File: src/rtl/seven_seg_scan_ctrl.sv
`default_nettype none
// ============================================================================
// Module      : seven_seg_scan_ctrl
// Description : Time-multiplexed six-digit seven-segment scan controller.
//               Steps mux_sel through digits 0..5, decodes the returned BCD
//               digit into active-low segments, and drives one active-low
//               anode per slot. Each slot opens with a blanking gap.
//               Optional macro SEVEN_SEG_HEX_EN enables decoding of hex
//               digits A..F; without it, codes 10..15 are shown blank.
// Revision    : 1.0 - initial release
// ============================================================================
module seven_seg_scan_ctrl #(
  parameter int CLK_DIV      = 50000,
  parameter int BLANK_CYCLES = 16
) (
  input  logic       clk,
  input  logic       rst_n,
  input  logic       en,
  input  logic [3:0] digit_in,
  input  logic [5:0] dp_mask,
  output logic [2:0] mux_sel,
  output logic [5:0] an_n,
  output logic [6:0] seg_n,
  output logic       dp_n,
  output logic       frame_tick
);

  localparam int              CNT_W    = (CLK_DIV > 1) ? $clog2(CLK_DIV) : 1;
  localparam logic [CNT_W-1:0] C_TC    = CNT_W'(CLK_DIV - 1);
  localparam logic [CNT_W-1:0] C_BLANK = CNT_W'(BLANK_CYCLES);
  localparam logic [2:0]       C_LAST  = 3'd5;

  logic [CNT_W-1:0] cnt_q, cnt_d;
  logic [2:0]       mux_sel_q, mux_sel_d;
  logic [5:0]       an_n_q, an_n_d;
  logic [6:0]       seg_n_q, seg_n_d;
  logic             dp_n_q, dp_n_d;
  logic             tick_q, tick_d;
  logic             w_terminal;
  logic [7:0]       w_dp_ext;

  // Prescaler / digit sequencing; anode and tick computed from next state so
  // the registered outputs line up with the registered counter and select.
  always_comb begin
    w_terminal = en && (cnt_q == C_TC);
    cnt_d      = cnt_q;
    mux_sel_d  = mux_sel_q;
    an_n_d     = 6'h3F;
    tick_d     = 1'b0;
    if (!en) begin
      cnt_d = '0;
    end else if (w_terminal) begin
      cnt_d     = '0;
      mux_sel_d = (mux_sel_q == C_LAST) ? 3'd0 : mux_sel_q + 3'd1;
      tick_d    = (mux_sel_q == C_LAST);
    end else begin
      cnt_d = cnt_q + 1'b1;
    end
    if (en && (cnt_d >= C_BLANK)) begin
      an_n_d = ~(6'd1 << mux_sel_d);
    end
  end

  // Segment decode of the digit currently returned by the external mux.
  always_comb begin
    seg_n_d = 7'h7F;
    case (digit_in)
      4'd0:    seg_n_d = 7'b1000000;
      4'd1:    seg_n_d = 7'b1111001;
      4'd2:    seg_n_d = 7'b0100100;
      4'd3:    seg_n_d = 7'b0110000;
      4'd4:    seg_n_d = 7'b0011001;
      4'd5:    seg_n_d = 7'b0010010;
      4'd6:    seg_n_d = 7'b0000010;
      4'd7:    seg_n_d = 7'b1111000;
      4'd8:    seg_n_d = 7'b0000000;
      4'd9:    seg_n_d = 7'b0010000;
`ifdef SEVEN_SEG_HEX_EN
      4'd10:   seg_n_d = 7'b0001000;
      4'd11:   seg_n_d = 7'b0000011;
      4'd12:   seg_n_d = 7'b1000110;
      4'd13:   seg_n_d = 7'b0100001;
      4'd14:   seg_n_d = 7'b0000110;
      4'd15:   seg_n_d = 7'b0001110;
`else
      default: seg_n_d = 7'h7F;
`endif
    endcase
  end

  // Decimal point follows the currently selected digit; padded so that the
  // 3-bit select always indexes inside the vector.
  always_comb begin
    w_dp_ext = {2'b00, dp_mask};
    dp_n_d   = ~w_dp_ext[mux_sel_q];
  end

  // State and output registers with asynchronous reset.
  always_ff @(posedge clk or negedge rst_n) begin
    if (!rst_n) begin
      cnt_q     <= '0;
      mux_sel_q <= 3'd0;
      an_n_q    <= 6'h3F;
      seg_n_q   <= 7'h7F;
      dp_n_q    <= 1'b1;
      tick_q    <= 1'b0;
    end else begin
      cnt_q     <= cnt_d;
      mux_sel_q <= mux_sel_d;
      an_n_q    <= an_n_d;
      seg_n_q   <= seg_n_d;
      dp_n_q    <= dp_n_d;
      tick_q    <= tick_d;
    end
  end

  assign mux_sel    = mux_sel_q;
  assign an_n       = an_n_q;
  assign seg_n      = seg_n_q;
  assign dp_n       = dp_n_q;
  assign frame_tick = tick_q;

endmodule
`default_nettype wire

File: config.mk
export PLATFORM = sky130hd
export DESIGN_NAME = seven_seg_scan_ctrl
export DESIGN_NICKNAME = d
export VERILOG_FILES = /design/src/rtl/seven_seg_scan_ctrl.sv
export SDC_FILE = /design/constraint.sdc
export NUM_CORES = 1
export LEC_CHECK = 0
export ABC_CLOCK_PERIOD_IN_PS = 3000
export CAP_MARGIN = 20
export CORE_MARGIN = 2
export CORE_UTILIZATION = 52
export DETAILED_ROUTE_END_ITERATION = 12
export HOLD_SLACK_MARGIN = 0.05
export PLACE_DENSITY = 0.81
export SYNTH_ARGS = -nofsm -noshare
export SYNTH_HDL_FRONTEND = slang
export SYNTH_SLANG_ARGS = --single-unit
File: constraint.sdc
create_clock -name clk -period 3 [get_ports clk]
set_clock_uncertainty 0.05 [all_clocks]
set_input_delay 0.45 -clock clk [delete_from_list [all_inputs] [get_ports clk]]
set_output_delay 0.45 -clock clk [all_outputs]
set_load 0.05 [all_outputs]
After elaboration in Yosys (flattened, before gate mapping)
Memories as Yosys holds them, arrays and structs flattened. A register that Yosys moved wholly into a read port is not among the register bits.
Cells that the tools add are included.
W data, S select, Z words.
{ "totals": {"regBits": 27, "latchBits": 0, "ramBits": 0, "rom_bits": 112, "input_bits": 13, "out_inout_bits": 18, "word_cells": 28, "n_memories": 1} }
{ "classes": {"add_sub_neg": 2, "mul": 0, "div": 0, "order_cmp": 2, "n_eq_ne": 2, "n_shift": 1, "n_mux": 10, "bitwise_logic": 2, "reduce_logical": 3} }
{ "mem_list": {"columns": ["name", "words", "word_bits", "rd", "rd_clocked_by_memory_dff", "write_ports", "line", "rtl"], "rows": [
  ["(name not given)", 16, 7, 1, 1, 0, "67", "case (digit_in)"]
]} }
{ "ops": {"columns": ["op", "count"], "rows": [
  ["$mux W16", 2],
  ["$add A16 B1 Y16 const B", 1],
  ["$eq A16 B16 Y1 const B", 1],
  ["$ge A16 B5 Y1 const B", 1],
  ["$mux W3", 3],
  ["$mux W6", 1],
  ["$not A6 Y6", 1],
  ["$shl A1 B3 Y6 const A", 1],
  ["$lt A3 B4 Y1 const B", 1],
  ["$add A3 B1 Y3 const B", 1],
  ["$bmux W1 S3", 1],
  ["$eq A3 B3 Y1 const B", 1],
  ["$mux W1", 3],
  ["$logic_and A1 B1 Y1", 2],
  ["$logic_not A1 Y1", 1],
  ["$not A1 Y1", 1]
]} }

Longest topological paths before layout
{ "logic_depth": {"ltp_word": 7, "depth_mapped": 8, "mapped_depth_nobuf": 7} }

Least setup slack after synthesis
Ideal clock, no wire load.
{ "synth_path": {"path_kind": "register -> register", "start": "reg cnt_q[0]", "end": "reg an_n_q[1] (netlist: an_n[1])", "setup_ps": 65, "arrival_ps": 2065, "required_ps": 2885, "path_slack_ps": 821, "path_stages_with_launch": 9, "path_buffers": 1, "synth_period_minus_slack_ps": 2179, "path_cell_list": "dfrtp_1 > ha_1 > nand3_2 > nor2_2 > mux2_4 > a2bb2oi_1 > or4_1 > buf_2 > nand3_1"} }
{ "synth_via": {"elab_chain_cells": 7, "elab_cells_between_ends": 12, "classes_between": "add/sub: 1; order compare: 1; eq/ne: 1; shift: 1; mux: 5; bitwise: 1; reduce/logical: 2"} }
{ "synth_rtl": {"columns": ["element", "line", "rtl"], "rows": [
  ["start, declared", "33", "logic [CNT_W-1:0] cnt_q, cnt_d;"],
  ["start signal, assigned", "108", "cnt_q <= cnt_d;"],
  ["branches (longest 6 deep; another with $add A16 B1 Y16)", null, null],
  ["$mux W6 (*)", "59", "if (en && (cnt_d >= C_BLANK)) begin"],
  ["net an_n_d[1]", "35", "logic [5:0] an_n_q, an_n_d;"],
  ["end signal, assigned", "110", "an_n_q <= an_n_d;"],
  ["end, declared", "35", null]
]} }
Mark *: on every way through the listed nets, which the timed path passes.

Worst setup path in the final report
Same ends and word-level chain as after synthesis.

==> impl_results.md <==
* Unrepaired setup endpoints after global routing: false
* First-pass GRT wire length at 6000 µm
* Critical path class: reg2reg
* Grt peak-use layer: met2
* Slew headroom at 0.657
* Grt met2 use at 0.351
* Count of input and output buffers at 30
* Area Overhead vs Synth at 20.1%
* Sw power at roughly 0.00023 W
* WP data arrival at 2.61 ns
* Hold Vio Cnt, Final at 0
* WL/cell at about 14 µm
* CTS tree: yes
* Ys Warns at 0
* Synth unique cells at 44
* Core area at about 3400 µm²
* # H-tree levels at 2
* Worst slew pin tran at 0.513 ns
* DR vias at around 1400
* Syn nets at 198
* CTS Buf Count at 5
* Syn Area/Cell at 10.2 µm²
* Leakage Power at roughly 0.94 nW
* Proportion of layout cells with a drive suffix above 1 at 0.162
* Clock root cell: clkbuf_4
* Overall routed net length at 3490 µm
* Largest net degree at the start of global routing at 35
* PD cells at ~420 nW/µm²
* Post-CTS Setup Repair Bufs at 0
* # resized after CTS at 0
* Final #Nets at ~230
* Clk slew on worst S/H paths at 0.10 ns
* Routed vias/inst at about 5.4
* Sequential Power Share at 0.524
* DP HPWL at 2600 µm
* Class of the worst hold path: in2async
* Grt met1 use at 0.218
* Sw frac at 0.247
* Routability cong. at 0.771
* Crit-path max FO at 6
* Most frequent cells in the layout: 30 x clkdlybuf4s50_1, 29 x nor2_1, 20 x dfrtp_1, 14 x dfstp_2, 12 x nand3_1
* Cell internal pwr at 0.000696 W
* Rows at 21
* # IOs at 31
* Initial antenna violation count at 0
* Setup tns final at 0 ns
* FF+latch count, synth at 34
* F_max at approximately 0.42 GHz
* Vias in the first global route at 1354
* Comb power frac at 0.122
* Clock Latency Late Sink at 0.34 ns
* Maximum vdd drop at about 0.18 mV
* Die Y-Extent at 63.2 µm
* Synth Instances at 179
* Setup Viol. Count Final at 0
* Period Utilization, post-route at 0.793
* DRT antenna net count at 0
* DRT Pass-1 Iters at 4
* Overflow after GRT at 0
* Util after Layout at 0.651
* Startpoint Class: flip-flop
* GR met3 Demand/Resource at 0.0429
* Status: complete, no violations
* Fin crit period at 2.38 ns
* Sequential area share after synthesis at 0.477
* Max-slew violations at 0
* DRC Markers at 0
* Initial Util at 0.542
* Most common cell after layout, fill and taps aside: clkdlybuf4s50_1
* Worst-case clock buffer depth at 2
* Hold_buf cts at 0
* Number of DRC markers in iteration 0 at 109
* Post-Syn Area at 1820 µm²
* Worst Path Required at 3.23 ns
* Diodes inserted at 0
* Clock Power Share at 0.353
* Die W at 63.2 µm
* Die area at 3990 µm²
* Crit. End Element: flip-flop
* GRT Util Overall at 0.194
* Maxcap violations at 0
* Clk sink count at 34
-- metrics by stage --
step	setup slack, ns	power, W	instances	area [µm²]	hold WS (ns)
2_1_floorplan	0.821	0.000557	179	1820	0.104
3_3_place_gp	0.759	0.000602	248	2110	0.470
3_5_place_dp	0.641	0.000608	248	2110	0.500
4_1_cts	0.618	0.000932	256	2190	0.467
5_1_grt	0.487	0.000959	256	2190	0.487
6_report	0.620	0.000925	256	2190	0.457
-- registers in the layout, summed over array words and instances, names as in the netlist --
| register | cells |
|---|---|
| an_n | 6 |
| dp_n | 1 |
| mux_sel | 3 |
| cnt_q | 16 |
| frame_tick | 1 |
| seg_n | 7 |
-- power groups by stage --
stage	Clock, W	Sequential (W)	Combinational [W]
global route	0.000349	0.000487	0.000123
global placement	0	0.000492	0.000110
detailed placement	0	0.000493	0.000114
floorplan	0	0.000526	0.0000308
finish	0.000327	0.000485	0.000113
CTS	0.000332	0.000485	0.000115
-- logic make-up (layout without fill, tap and decap cells) --
logic type | Yosys count | after routing | synth area share
AOI/OAI and AO/OA | 19 | 19 | 0.0604
muxes | 5 | 5 | 0.0371
xor gates and xnor gates | 16 | 16 | 0.0810
buffers and inverters | 17 | 48 | 0.0591
and+or+nand+nor | 82 | 82 | 0.245
adders and majority gates | 6 | 6 | 0.0412
DFF | 34 | 34 | 0.477
-- metal layers --
layer | share of wire | up-vias
met1 | 0.41 | 668
met5 | 0 | -
met4 | 0.026 | 0
met3 | 0.033 | 9
li1 | - | 663
met2 | 0.53 | 32
-- cells in the mapped netlist, drive strengths merged --
| master | instances | area share |
|---|---|---|
| nor2 | 30 | 0.063 |
| dfrtp | 20 | 0.27 |
| dfstp | 14 | 0.20 |
| nand3 | 13 | 0.038 |
| xnor2 | 11 | 0.057 |
| nand2 | 10 | 0.021 |
| inv | 9 | 0.019 |
| nor3 | 9 | 0.027 |
| a21oi | 8 | 0.022 |
| buf | 7 | 0.038 |
| ha | 6 | 0.041 |
| o21ai | 5 | 0.014 |
| xor2 | 5 | 0.024 |
| mux2i | 3 | 0.016 |
| nand2b | 3 | 0.012 |
| nand4 | 3 | 0.030 |
| nor4 | 3 | 0.010 |
| a31oi | 2 | 0.0069 |
| and2 | 2 | 0.0076 |
| and3 | 2 | 0.0076 |
| or3 | 2 | 0.0069 |
| a21o | 1 | 0.0041 |
| a22oi | 1 | 0.0041 |
| a2bb2oi | 1 | 0.0048 |
| clkbuf | 1 | 0.0021 |
| mux2 | 1 | 0.0082 |
| mux4 | 1 | 0.012 |
| nand3b | 1 | 0.0041 |
| nor4b | 1 | 0.0048 |
| o32ai | 1 | 0.0048 |
| or2 | 1 | 0.0034 |
| or2b | 1 | 0.0041 |
| or4 | 1 | 0.0041 |
-- worst paths after layout --
path                       cells after the start  slack, ns  endpoint      from
max in group asynchronous                      2       2.11  seg_n[2]     rst_n
hold reg to reg                                1       0.51  cnt_q[0]  cnt_q[0]
setup / recovery                               7       0.62   an_n[1]  cnt_q[0]
setup reg to reg                               7       0.62   an_n[1]  cnt_q[0]
min in group clk                               1       0.51  cnt_q[0]  cnt_q[0]
hold / removal                                 2       0.46  cnt_q[1]     rst_n
-- critical path, stage by stage (launching register included) --
cell and delay, ns:
dfrtp_1 0.44, ha_1 0.25, nand3_2 0.10, nor2_2 0.24, mux2_4 0.33, a2bb2oi_1 0.13, or4_1 0.64, nand3_1 0.14
-- layout make-up --
| class | count | area [µm²] |
|---|---|---|
| fill | 295 | 1170 |
| sequential | 34 | 868 |
| timing repair buffer | 31 | 308 |
| clock buffer | 7 | 45.0 |
| inverter | 9 | 33.8 |
| clock inverter | 1 | 30.0 |
| multi-input combinational | 128 | 846 |
| tap | 46 | 57.6 |
(Power assumes the default switching activity.)
==> edit 1: new RTL, same flow settings <==
Build with the macro `SEVEN_SEG_HEX_EN` defined.
--- a/src/rtl/seven_seg_scan_ctrl.sv
+++ b/src/rtl/seven_seg_scan_ctrl.sv
@@ -11,2 +11,4 @@
 // ============================================================================
+`define SEVEN_SEG_HEX_EN
+
 module seven_seg_scan_ctrl #(
Function: changed (Yosys sat finds a counterexample within 4 cycles, from zero or initial values and one cycle with rst_n low).
==> edit 1 against the unedited design <==
Total power is 2.6% higher. Sequential share of layout area fell by 1.6 points. Maximum frequency rose by 5.5%. Combinational power up 7%. Wire length down 0.72%. Setup slack improved by 0.12 ns. Synthesized area grew 2.5%. Synthesized cell count stayed put. Count of clock-buffer cells in the layout unchanged. Sequential cell count unchanged. Clock power grew 6%. Cell count shrank 0.39%. Design area rose by 4.1%. Largest power group unchanged.
==> edit 1: results (changes against the unedited design) <==
yosys:
  ys_types: 46  # +4.5%
  postSynth.asyncResetShare: 1.000  # unchanged
  ys_seq_area_frac: 0.4651  # -0.01150
  synth_common_cells: "27 x nor2_1, 20 x dfrtp_1, 14 x dfstp_2"
  yosys_most_used_dff: "dfrtp_1"
  syn-num-nets: 199  # +0.51%
  netlist_instances: 179  # unchanged
  synth_area_leaders: "dfrtp_1 27%, dfstp_2 20%, nor2_1 5.4%"
run_status:
  status: "completed"
worst_setup_path:
  critical_path_arrival_ns: 1.76  # -0.85 ns
  critPathMaxStageDelay_ns: 0.87  # +0.23 ns
  path_max_fanout: 8  # +2
  cp_slowest_cell: "clkdlybuf4s50_1"
  crit_family: "buffers and inverters"
final_layout:
  nets: 228  # unchanged
  fin_cells: 255  # -0.39%
  layout-drive-gt1-share: 0.1675  # +0.005559
  area_growth_pct: 22.05
grt:
  grt_pass1_vias: 1311  # -3.2%
  grt_pass1_wl_um: 5720  # -4.6%
  grt_use_total: 0.1831  # -0.01099
  grt_max_degree: 35  # unchanged
clock_network:
  clock_latency_ns: 0.34  # about the same
  cts_root_buf: "clkbuf_4"
  htreeDepth: 2  # unchanged
  post_cts_buffers: 0  # unchanged
pwr:
  switching_share: 0.2367  # -0.01038
  p_leak_nw: 0.9448  # +0.80%
  vdd_drop_max_v: 0.0002082  # +13%
place:
  place_ws_ns: 0.8333  # +0.1928 ns
  place_hpwl_um: 2580  # -0.83%
  port_buffers: 30  # unchanged
  dp_cells: 247  # -0.40%
  gp_congestion: 0.7869  # +2.1%
routing:
  viasPerCell: 5.647  # +5.4%
  drt_iter0_drc: 41  # -62%
  first_pass_iters: 4  # unchanged
  finalWirelength_um: 3467  # -0.72%
timing:
  relSlewSlack: 0.5031  # -0.1541
  slew_violations: 0  # unchanged
==> edit 1: cell types whose count changed after synthesis, sizes merged, moves of 4 or more <==
| cell | delta |
|---|---|
| nand3 | -7 |
| nand2 | -5 |
| a21oi | -4 |
| and4 | +4 |
==> edit 1: layer usage <==
metal	GRT usage	vias up	part of all wire
met2	0.3281	30	0.52
met4	0.07065	0	0.016
met5	0	-	0
met3	0.05810	6	0.040
li1	-	699	-
met1	0.1995	705	0.42
==> edit 1: final timing paths <==
| check | start | endpoint | slack, ns | cells after the start |
|---|---|---|---|---|
| worst min register to register | cnt_q[0] | cnt_q[0] | 0.49 | 1 |
| worst min-delay path | rst_n | cnt_q[13] | 0.44 | 2 |
| min in group clk | cnt_q[0] | cnt_q[0] | 0.49 | 1 |
| max in group asynchronous | rst_n | seg_n[0] | 2.12 | 2 |
| worst max-delay path | mux_sel[0] | mux_sel[0] | 0.74 | 1 |
| worst max register to register | cnt_q[10] | cnt_q[11] | 0.80 | 4 |
==> edit 1: kinds of logic (layout without fill, tap and decap cells) <==
| logic type | after synthesis | count (layout) | synth area share |
|---|---|---|---|
| and+or+nand+nor | 72 | 72 | 0.2198 |
| DFF | 34 | 34 | 0.4651 |
| AOI/OAI and AO/OA | 28 | 28 | 0.1126 |
| xor gates and xnor gates | 16 | 16 | 0.07506 |
| buffers and inverters | 16 | 46 | 0.03485 |
| adders and majority gates | 7 | 7 | 0.04691 |
| muxes | 6 | 6 | 0.04558 |
==> edit 1: cell type report <==
class                           instances  area, µm²
Fill cell                             237       1111
Multi-Input combinational cell        129      933.4
Sequential cell                        34      868.3
Timing Repair Buffer                   31      307.8
Tap cell                               46      57.56
Clock buffer                            7      55.05
Clock inverter                          1      30.03
Inverter                                7      26.28
==> edit 1: worst reg2reg max path: cells and delay by family, from the launching register on <==
| family | cells | cell delay (ns) |
|---|---|---|
| AND/OR/NAND/NOR | 3 | 1.29 |
| flip-flops | 1 | 0.49 |
| AO/OA/AOI/OAI | 1 | 0.25 |
==> edit 1: power groups by stage <==
stage | clock [mW] | combinational [mW] | sequential [mW]
2_1_floorplan | 0 | 0.0362 | 0.526
3_3_place_gp | 0 | 0.118 | 0.491
3_5_place_dp | 0 | 0.122 | 0.492
4_1_cts | 0.352 | 0.122 | 0.484
5_1_grt | 0.380 | 0.130 | 0.485
6_report | 0.345 | 0.121 | 0.484
==> edit 1: stage by stage <==
step	cell area (µm²)	total power, mW
3_3_place_gp	2193	0.6095
2_1_floorplan	1867	0.5623
4_1_cts	2278	0.9579
3_5_place_dp	2193	0.6138
6_report	2278	0.9491
5_1_grt	2278	0.9950
==> edit 2: new RTL, same settings <==
Made on the original files. Make the reset (`rst_n`) synchronous in one clocked block. Comments in the files are not updated.
--- a/src/rtl/seven_seg_scan_ctrl.sv
+++ b/src/rtl/seven_seg_scan_ctrl.sv
@@ -98,3 +98,3 @@
   // State and output registers with asynchronous reset.
-  always_ff @(posedge clk or negedge rst_n) begin
+  always_ff @(posedge clk) begin
     if (!rst_n) begin
Formal check against the unedited RTL: differs if rst_n is asserted again (counterexample within 4 cycles, from zero or initial values and one cycle with rst_n low); with rst_n held inactive, the same outputs for 10 cycles.
==> edit 2 against the unedited design <==
Total power rose by 6.5%. Maximum frequency up 0.88%. Wire length shrank 7.9%. Sequential cell count unchanged. Design area fell by 4.6%. Sequential share of layout area shrank 7.1 points. Sequential power decreased by 4.5%. Synthesized area is 7.4% lower. Combinational power fell by 22%. Global-route usage rose by 0.64 points. Synthesized cell count grew 11%. Setup slack gained 0.021 ns.
==> edit 2: results (changes against the unedited design) <==
place:
  placed_cell_area_um2: 1976  # -6.5%
  dp_cells: 260  # +4.8%
timing:
  holdWs_ns: 0.4716  # +0.01480 ns
final_layout:
  nFillCells: 267  # -9.5%
  regArea_um2: 680.7  # -22%
  buf_share: 0.1439  # +0.003233
  multi_input_area_um2: 913.4  # +8.0%
  post-route-util: 0.6780  # +0.02738
  fin_cells: 268  # +4.7%
grt:
  grt_use_total: 0.2005  # +0.006446
  grt_max_degree: 22  # -37%
  grtUsageMet3: 0.05330  # +0.01045
  use_met1: 0.2546  # +0.03695
yosys:
  netlist_instances: 199  # +11%
  ys_types: 40  # -9.1%
  synth_area_leaders: "dfxtp_1 40%, xnor2_1 6.8%, nor2_1 6.5%"
  syn-num-nets: 218  # +10%
  synth_common_cells: "34 x dfxtp_1, 29 x nor2_1, 13 x nand2_1, 13 x xnor2_1, 12 x o21ai_0"
routing:
  drt_iter0_drc: 71  # -35%
  finalWirelength_um: 3216  # -7.9%
  route.met2.wl_um: 1503  # -19%
run_status:
  status: "completed"
worst_setup_path:
  critical_path_arrival_ns: 2.57  # -0.04 ns
  reg2reg_to: "an_n[0]"
die:
  coreArea_um2: 3078  # -8.5%
worst_hold_path:
  hp-class: "reg2reg"
pwr:
  p_leak_nw: 0.7302  # -22%
-- edit 2: changes by cell type in the layout (fill, tap and decap cells not counted), sizes merged, moves of 3 or more --
cell | before | now
dfxtp | 0 | 34
dfrtp | 20 | 0
dfstp | 14 | 0
o21ai | 5 | 13
nand4 | 3 | 8
nor4 | 3 | 8
nand3 | 13 | 9
nand2 | 10 | 13
-- edit 2: cells by family after synthesis --
kind of cell | share of synthesized area
AOI/OAI and AO/OA | 0.1009
xor gates and xnor gates | 0.08828
adders and majority gates | 0.04451
buffers and inverters | 0.05490
DFF | 0.4036
muxes | 0.02596
and+or+nand+nor | 0.2819
-- edit 2: critical path, stage by stage, from the launching register on --
cell     delay (ns)
dfxtp_1        0.43
ha_1           0.34
nand3_1        0.21
nor4_1         0.40
a21o_1         0.59
nor4_1         0.12
o21ai_0        0.13
-- edit 2: power by group through the flow --
| stage | Sequential [mW] | Clock (mW) | Combinational (mW) |
|---|---|---|---|
| global placement | 0.473 | 0 | 0.0881 |
| floorplan | 0.497 | 0 | 0.0294 |
| detailed placement | 0.473 | 0 | 0.0885 |
| global route | 0.464 | 0.465 | 0.0966 |
| finish | 0.463 | 0.434 | 0.0886 |
| CTS | 0.463 | 0.440 | 0.0890 |
-- edit 2: worst max-delay path by stage --
stage / slack (ns) / startpoint / endpoint / cells past startpoint
after floorplan: 1.20 / cnt_q[0] / an_n[0] / 7
after global placement: 0.78 / rst_n / an_n[1] / 5
after detailed placement: 0.74 / cnt_q[0] / an_n[0] / 6
after CTS: 0.64 / cnt_q[0] / an_n[0] / 6
after global routing: 0.50 / cnt_q[0] / an_n[0] / 6
final: 0.64 / cnt_q[0] / an_n[0] / 6
